File: config.mk
export PLATFORM = sky130hd
export DESIGN_NAME = sha2_nonce_sequencer
export DESIGN_NICKNAME = d
export VERILOG_FILES = /design/src/rtl/sha2_pkg.sv /design/src/rtl/sha2_target_cmp.sv /design/src/rtl/sha2_nonce_sequencer.sv
export SDC_FILE = /design/constraint.sdc
export NUM_CORES = 2
export LEC_CHECK = 0
export BUFFER_PORTS_ARGS = -buffer_cell sky130_fd_sc_hd__buf_2
export CORE_AREA = 4 4 772 774
export DETAILED_ROUTE_END_ITERATION = 10
export DIE_AREA = 0 0 776 778
export SLEW_MARGIN = 20
export SYNTH_ARGS = -nofsm -noshare
export SYNTH_HDL_FRONTEND = slang
export SYNTH_HIERARCHICAL = 1
export SYNTH_SLANG_ARGS = --single-unit
File: constraint.sdc
create_clock -name clk -period 50.1 [get_ports clk]
set_input_delay 0 -clock clk [delete_from_list [all_inputs] [get_ports clk]]
set_output_delay 0 -clock clk [all_outputs]
set_load 0.03 [all_outputs]
File: src/rtl/sha2_pkg.sv
// Shared constants, state codes and helpers for the
// double SHA-256 nonce sequencer.
package sha2_pkg;

  localparam int NONCE_W = 32;

  localparam logic [31:0] SHA256_IV [0:7] = '{
    32'h6a09e667, 32'hbb67ae85, 32'h3c6ef372, 32'ha54ff53a,
    32'h510e527f, 32'h9b05688c, 32'h1f83d9ab, 32'h5be0cd19
  };

  localparam logic [31:0] PAD_WORD = 32'h80000000;
  localparam logic [31:0] LEN_HDR  = 32'h00000280;
  localparam logic [31:0] LEN_DIG  = 32'h00000100;

  typedef logic [2:0] seq_state_t;

  localparam seq_state_t ST_IDLE   = 3'd0;
  localparam seq_state_t ST_P1_RUN = 3'd1;
  localparam seq_state_t ST_P1_GAP = 3'd2;
  localparam seq_state_t ST_P2_RUN = 3'd3;
  localparam seq_state_t ST_P2_GAP = 3'd4;
  localparam seq_state_t ST_CHECK  = 3'd5;
  localparam seq_state_t ST_REPORT = 3'd6;
  localparam seq_state_t ST_ABORT  = 3'd7;

  function automatic logic [31:0] bswap32(
    input logic [31:0] w
  );
    return {w[7:0], w[15:8], w[23:16], w[31:24]};
  endfunction

  // IV packed with h0 in the top word
  function automatic logic [255:0] iv_vec();
    logic [255:0] v;
    v = '0;
    for (int i = 0; i < 8; i++)
      v[255-32*i -: 32] = SHA256_IV[i];
    return v;
  endfunction

endpackage

File: src/rtl/sha2_target_cmp.sv
// Byte-reverses a SHA-256 digest into a hash value and compares
// it (unsigned) against a target. Ports: digest, target in; hv, hit out.
module sha2_target_cmp
  import sha2_pkg::*;
(
  input  logic [255:0] digest,
  input  logic [255:0] target,
  output logic [255:0] hv,
  output logic         hit
);

  // digest byte 0 (top) lands in hv byte 0 (bottom)
  always_comb begin
    hv = '0;
    for (int i = 0; i < 32; i++)
      hv[8*i +: 8] = digest[255-8*i -: 8];
  end

  assign hit = (hv <= target);

endmodule

File: src/rtl/sha2_nonce_sequencer.sv
// Drives one sha2_chunk core through a nonce range, two passes per nonce.
// Ports: cmd_* job in, res_* result out, core_* to/from the core.
module sha2_nonce_sequencer
  import sha2_pkg::*;
(
  input  logic         clk,
  input  logic         reset,
  input  logic         cmd_valid,
  output logic         cmd_ready,
  input  logic [255:0] midstate,
  input  logic [95:0]  tail,
  input  logic [31:0]  nonce_start,
  input  logic [31:0]  nonce_count,
  input  logic [255:0] target,
  input  logic         abort,
  output logic         res_valid,
  input  logic         res_ready,
  output logic         res_found,
  output logic [31:0]  res_nonce,
  output logic [255:0] res_hash,
  output logic         core_reset,
  output logic         core_start,
  output logic [511:0] core_chunk,
  output logic [255:0] core_h,
  input  logic [255:0] core_h_out,
  input  logic         core_done
);

  seq_state_t           state;
  logic [255:0]         mid_q;
  logic [95:0]          tail_q;
  logic [255:0]         target_q;
  logic [NONCE_W-1:0]   cur_nonce;
  logic [NONCE_W:0]     remaining;
  logic [255:0]         d1;
  logic [255:0]         d2;
  logic [255:0]         hv;
  logic                 hit;
  logic                 active;
  logic [511:0]         p1_chunk;
  logic [511:0]         p2_chunk;

  sha2_target_cmp u_cmp (
    .digest (d2),
    .target (target_q),
    .hv     (hv),
    .hit    (hit)
  );

  assign cmd_ready  = (state == ST_IDLE);
  assign res_valid  = (state == ST_REPORT);
  assign core_start = (state == ST_P1_RUN) ||
                      (state == ST_P2_RUN);

  assign active = (state == ST_P1_RUN) ||
                  (state == ST_P1_GAP) ||
                  (state == ST_P2_RUN) ||
                  (state == ST_P2_GAP) ||
                  (state == ST_CHECK);

  assign p1_chunk = {tail_q, bswap32(cur_nonce),
                     PAD_WORD, 320'h0, LEN_HDR};
  assign p2_chunk = {d1, PAD_WORD, 192'h0, LEN_DIG};

  assign core_chunk = (state == ST_P2_RUN) ?
                      p2_chunk : p1_chunk;
  assign core_h     = (state == ST_P2_RUN) ?
                      iv_vec() : mid_q;

  always_ff @(posedge clk or posedge reset) begin
    if (reset) begin
      state      <= ST_IDLE;
      core_reset <= 1'b1;
      res_found  <= 1'b0;
      res_nonce  <= '0;
      res_hash   <= '0;
      mid_q      <= '0;
      tail_q     <= '0;
      target_q   <= '0;
      cur_nonce  <= '0;
      remaining  <= '0;
      d1         <= '0;
      d2         <= '0;
    end else begin
      core_reset <= 1'b0;
      // abort beats every other transition out of a busy state
      if (abort && active) begin
        state      <= ST_ABORT;
        core_reset <= 1'b1;
      end else begin
        unique case (state)
          ST_IDLE: begin
            if (cmd_valid && cmd_ready) begin
              mid_q     <= midstate;
              tail_q    <= tail;
              target_q  <= target;
              cur_nonce <= nonce_start;
              // a count of 0 sweeps all 2^32 nonces
              remaining <= (nonce_count == '0) ?
                           {1'b1, 32'h0} :
                           {1'b0, nonce_count};
              state     <= ST_P1_RUN;
            end
          end
          ST_P1_RUN: begin
            if (core_done) begin
              d1    <= core_h_out;
              state <= ST_P1_GAP;
            end
          end
          ST_P1_GAP: state <= ST_P2_RUN;
          ST_P2_RUN: begin
            if (core_done) begin
              d2    <= core_h_out;
              state <= ST_P2_GAP;
            end
          end
          ST_P2_GAP: state <= ST_CHECK;
          ST_CHECK: begin
            if (hit || remaining == 33'd1) begin
              res_found <= hit;
              res_nonce <= cur_nonce;
              res_hash  <= hv;
              state     <= ST_REPORT;
            end else begin
              cur_nonce <= cur_nonce + 32'd1;
              remaining <= remaining - 33'd1;
              state     <= ST_P1_RUN;
            end
          end
          ST_ABORT: begin
            res_found <= 1'b0;
            res_nonce <= cur_nonce;
            res_hash  <= '0;
            state     <= ST_REPORT;
          end
          ST_REPORT: begin
            if (res_ready)
              state <= ST_IDLE;
          end
          default: state <= ST_IDLE;
        endcase
      end
    end
  end

endmodule

# After elaboration in Yosys (flattened, before gate mapping)
# Cells that the tools add are included.
[totals]
ff_bits = 1478
wordCells = 72
output_inout_bits = 1061
[op_classes]
reduce_logical = 18
n_eq_ne = 15
mux = 23
bitwise = 1
order_cmp = 1
addsub = 2
[ops]
columns = ["cell", "n"]
rows = [
  ["$mux 256", 2],
  ["$mux 512", 1],
  ["$pmux 256 s2", 1],
  ["$le 256x256->1", 1],
  ["$pmux 32 s2", 2],
  ["$mux 33", 3],
  ["$mux 32", 3],
  ["$pmux 33 s2", 1],
  ["$eq 33x1->1 const B", 1],
  ["$sub 33x1->33 const B", 1],
  ["$add 32x1->32 const B", 1],
  ["$logic_not 32->1", 1],
  ["$pmux 3 s8", 1],
  ["$mux 3", 6],
  ["$eq 3x3->1 const B", 4],
  ["$reduce_and 3->1", 4],
  ["$reduce_and 4->1", 2],
  ["$eq 3x2->1 const B", 2],
  ["$logic_or 1x1->1", 6],
  ["$ne 3x1->1 const B", 2],
  ["$ne 3x2->1 const B", 2],
  ["$ne 2x1->1 const B", 2],
  ["$reduce_bool 2->1", 2],
  ["$eq 3x1->1 const B", 1],
  ["other kinds (6)", 8],
]

# Longest topological paths before layout
[logic_depth]
ltp_word = 8
ltp_mapped = 16

# Modules after synthesis
# Netlist, hierarchy kept.
[by_module_without_submodules]
columns = ["mod", "cells_per_inst", "area_per_inst_um2", "instances"]
rows = [
  ["sha2_nonce_sequencer", 6015, 62617.6, 1],
  ["sha2_target_cmp", 1167, 8358.0, 1],
]

# Least setup slack after synthesis
# OpenSTA, ideal clock, no wires.
[synth_path]
path_kind = "register -> register"
from = "register d2[241]"
to = "register remaining[31]"
slack_ns = 46.447
stages_incl_launch_ff = 15
path_buffers = 1
required_time_ns = 49.979
t_arrival_ns = 3.532
path_cell_list = "dfrtp_1 > ha_1 > a21o_1 > nand3_1 > a21oi_1 > or4b_2 > a21oi_1 > o311ai_0 > a211o_1 > o21ai_0 > inv_1 > o22ai_1 > clkbuf_1 > a211oi_1 > o22a_1"
[synth_via]
elab_chain_len = 4
[synth_rtl]
columns = ["item", "line", "text"]
rows = [
  ["from (decl)", "sha2_nonce_sequencer.sv:36", "logic [255:0] d2;"],
  ["from (signal assigned)", "sha2_nonce_sequencer.sv:114", "d2 <= core_h_out;"],
  ["$le 256x256->1", "sha2_target_cmp.sv:19", "assign hit = (hv <= target);"],
  ["via hit", "sha2_nonce_sequencer.sv:38", "logic hit;"],
  ["$logic_or 1x1->1", "sha2_nonce_sequencer.sv:120", "if (hit || remaining == 33'd1) begin"],
  ["$ne 2x2->1 (no line)", "n/a", ""],
  ["$reduce_and 4->1 (no line)", "n/a", ""],
  ["to (signal assigned)", "sha2_nonce_sequencer.sv:99", "remaining <= (nonce_count == '0) ?"],
  ["to (signal assigned)", "sha2_nonce_sequencer.sv:127", "remaining <= remaining - 33'd1;"],
  ["to (decl)", "sha2_nonce_sequencer.sv:34", "logic [NONCE_W:0] remaining;"],
]
# The timed path passes the listed nets, and every way through them passes these cells.
# A chain may end at the register's enable or synchronous reset.

# Worst setup path after layout
[layout_path]
from = "register d2[182]"
to = "register res_hash[247]"
[layout_via]
elab_chain_len = 4
[layout_rtl]
columns = ["item", "line", "text"]
rows = [
  ["$le 256x256->1", "sha2_target_cmp.sv:19", ""],
  ["via hit", "sha2_nonce_sequencer.sv:38", ""],
  ["$logic_or 1x1->1", "sha2_nonce_sequencer.sv:120", ""],
  ["$ne 2x1->1 (no line)", "n/a", ""],
  ["$reduce_and 3->1 (no line)", "n/a", ""],
  ["to (signal assigned)", "sha2_nonce_sequencer.sv:123", "res_hash <= hv;"],
  ["to (decl)", "sha2_nonce_sequencer.sv:20", "output logic [255:0] res_hash,"],
]
# The timed path passes the listed nets, and every way through them passes these cells.

==> flow_summary.ini <==
[run_status]
status = finished, final reports clean

[global_route]
grt_start_max_net_pins = 168
grt-ovfl-total = 0
grt_pass1_wl_um = 651000
grt_pass1_vias = 67600
antenna_found_initial = 347
grt_usage_pct = 16.0

[setup_path]
cp-startpoint = d2[182]
rr_worst_depth = 18
max_stage_delay_ns = 0.80
critical_path_class = reg -> reg
critPathArrivalTime_ns = 8.37
cp-endpoint = res_hash[247]
required_ns = 50.91
timing.critical_path.mode_cell = buf_4
reg2reg_slack_ns = 42.54
r2r-start = d2[182]
cp_slowest_cell = buf_4
r2r_end = res_hash[247]
cp_max_fo = 65
cp-end-kind = flop
cp-start-kind = flop
critical_path.cell_chain = ha_1, nand4_1, nor4_1, nand2_1, nor2_1, nand3_2, o311ai_1, a211o_1, o21ai_2, buf_8, nand2b_1, a21oi_1, a31oi_4, buf_4, buf_4, buf_4, buf_4, a22o_1

[clocking]
clockBufferDepth = 4
htreeDepth = 4
clk_pin_slew_ns = 0.07
clock_latency_ns = 0.92
numClockSinks = 1478
numCtsBuffers = 194
cts_setup_buffers = 0
cts-root-buf = clkbuf_16
cts_tree = yes

[hold_path]
hp-class = in -> reg
min_path_cells = 4

[synthesis]
syn_inst = 7182
ys_seq_area_share_pct = 52.1
synth_edf_count = 0
yosysWarnings = 6
synth-seq-cells = 1478
syn_avg_cell_area_um2 = 9.88
async_flop_share_pct = 100
synth_ff_type = dfrtp_1
mappedNetlistArea_um2 = 71000
synth_cell_type_count = 80

[drt]
ant_nets = 0
routed.top_layer = met5
wl_per_cell_um = 27.3
vias = 68000
dr_wl_met3_um = 48800
drt_wl_total_um = 504000
wl_met1_um = 206000
drc_errors = 0
drtIter0Drc = 5297
met2_length_um = 221000
via_per_inst = 3.68
drtPass1Iterations = 5

[power]
vdd_drop_max_uv = 40.9
p_leak_nw = 53.9
cellPowerDensity_nw_per_um2 = 61.3

[sta]
min_period_over_period_pct = 15.1
finalCriticalPeriod_ns = 7.56
drv_slew = 0
fin_tns_setup_ns = 0
hold_viol = 0
rsz0062_at_grt = false
clock_skew_ns = 0.112
setup_viol = 0
fmax_mhz = 132
tightestPinTransition_ns = 1.16
max_slew_margin_pct = 22.9

[finish]
syn_to_final_growth_pct = 56.6
final_nets = 11600
drive_gt1_share_pct = 26.4
final_common_cell = nand2_1
utilization_pct = 18.9
final_cell_mix = nand2_1, dlygate4sd3_1, buf_2

[job]
maxCapViolCount = 0

[die]
start_util_pct = 12.1
die_y_um = 778
dieArea_um2 = 604000
core_um2 = 589000
die_w_um = 776
io_pins = 1995
num_rows = 282

[placed_design]
gp_congestion = 0.944
hpwl_um = 411000
io_buffers = 1742
==> synthesized netlist by cell type, drive strengths merged, types with 68 or more instances <==
library cell	count	area share (%)
a21oi	156	1.1
a22o	264	3.3
and2	254	2.2
buf	578	6.0
clkbuf	312	1.7
dfrtp	1477	52
ha	259	4.6
inv	270	1.4
mux2	545	8.6
nand2	2303	12
nand2b	142	1.3
nand4	69	0.61
nor2	68	0.37
o21ai	99	0.70
==> kinds of logic (layout without fill, tap and decap cells) <==
kind of cell             after synthesis  after routing  synth area share [%]
buffers and inverters               1160           4242                  9.07
AO/OA/AOI/OAI                        712            712                  7.20
flip-flops                          1478           1478                  52.1
AND/OR/NAND/NOR                     3025           3025                  18.4
other                                  1            407               0.00528
multiplexers                         547            547                  8.68
adder cells (fa/ha/maj)              259            259                  4.57
==> power breakdown <==
part	internal [mW]	switching (mW)
clock	0.897	0.635
combinational	0.994	2.11
sequential	1.73	0.450
total	3.62	3.19
==> state kept, by name, indices dropped and copies added (netlist names) <==
signal,count
core_reset,1
cur_nonce,32
d1,256
d2,256
mid_q,256
remaining,33
res_found,1
res_hash,256
res_nonce,32
state,3
tail_q,96
target_q,256
==> worst max-delay path, delay by kind of cell, from the launching register on <==
family          cells  cell delay, ns
buf+inv             5            2.97
compound gates      6            1.14
flops               1            0.39
simple gates        6            2.15
fa+ha+maj           1            0.32
==> what timing repair did <==
| action | CTS | global route |
|---|---|---|
| gates resized for setup | 0 | 0 |
| hold buffers | 1770 | 0 |
| endpoints found under the hold margin | 1396 | 0 |
==> layout make-up <==
type / instances / area (µm²)
Clock inverter: 97 / 1370
Fill cell: 65100 / 478000
Sequential cell: 1478 / 37000
Inverter: 270 / 1030
Tap cell: 7810 / 9770
Antenna cell: 155 / 388
Multi-Input combinational cell: 4795 / 28600
Clock buffer: 255 / 5550
Timing Repair Buffer: 3620 / 27400
==> metrics by stage <==
stage	power [mW]	setup WS, ns	hold slack (ns)	area (µm²)	instances
2_1_floorplan	3.92	8.41	0.105	71900	7433
3_3_place_gp	5.11	40.70	0.171	85900	16200
3_5_place_dp	5.17	42.33	0.162	86100	16200
4_1_cts	6.90	42.29	0.000984	111000	18300
5_1_grt	7.20	42.26	0.0285	111000	18400
6_report	6.81	42.54	0.0577	111000	18500
==> worst min-delay path by stage <==
stage	start	end	slack [ns]
floorplan	midstate[0]	mid_q[0]	0.11
detailed placement	reset	target_q[72]	0.16
global placement	reset	res_hash[70]	0.17
finish	target[86]	target_q[86]	0.06
global route	core_h_out[214]	d2[214]	0.03
CTS	core_h_out[215]	d2[215]	0.001
==> layer usage <==
layer / vias to the layer above / track usage, %
li1: 29600 / -
met1: 33900 / 19.9
met2: 3449 / 25.0
met3: 924 / 5.46
met4: 112 / 7.17
met5: - / 0
(Power assumes the default switching activity.)
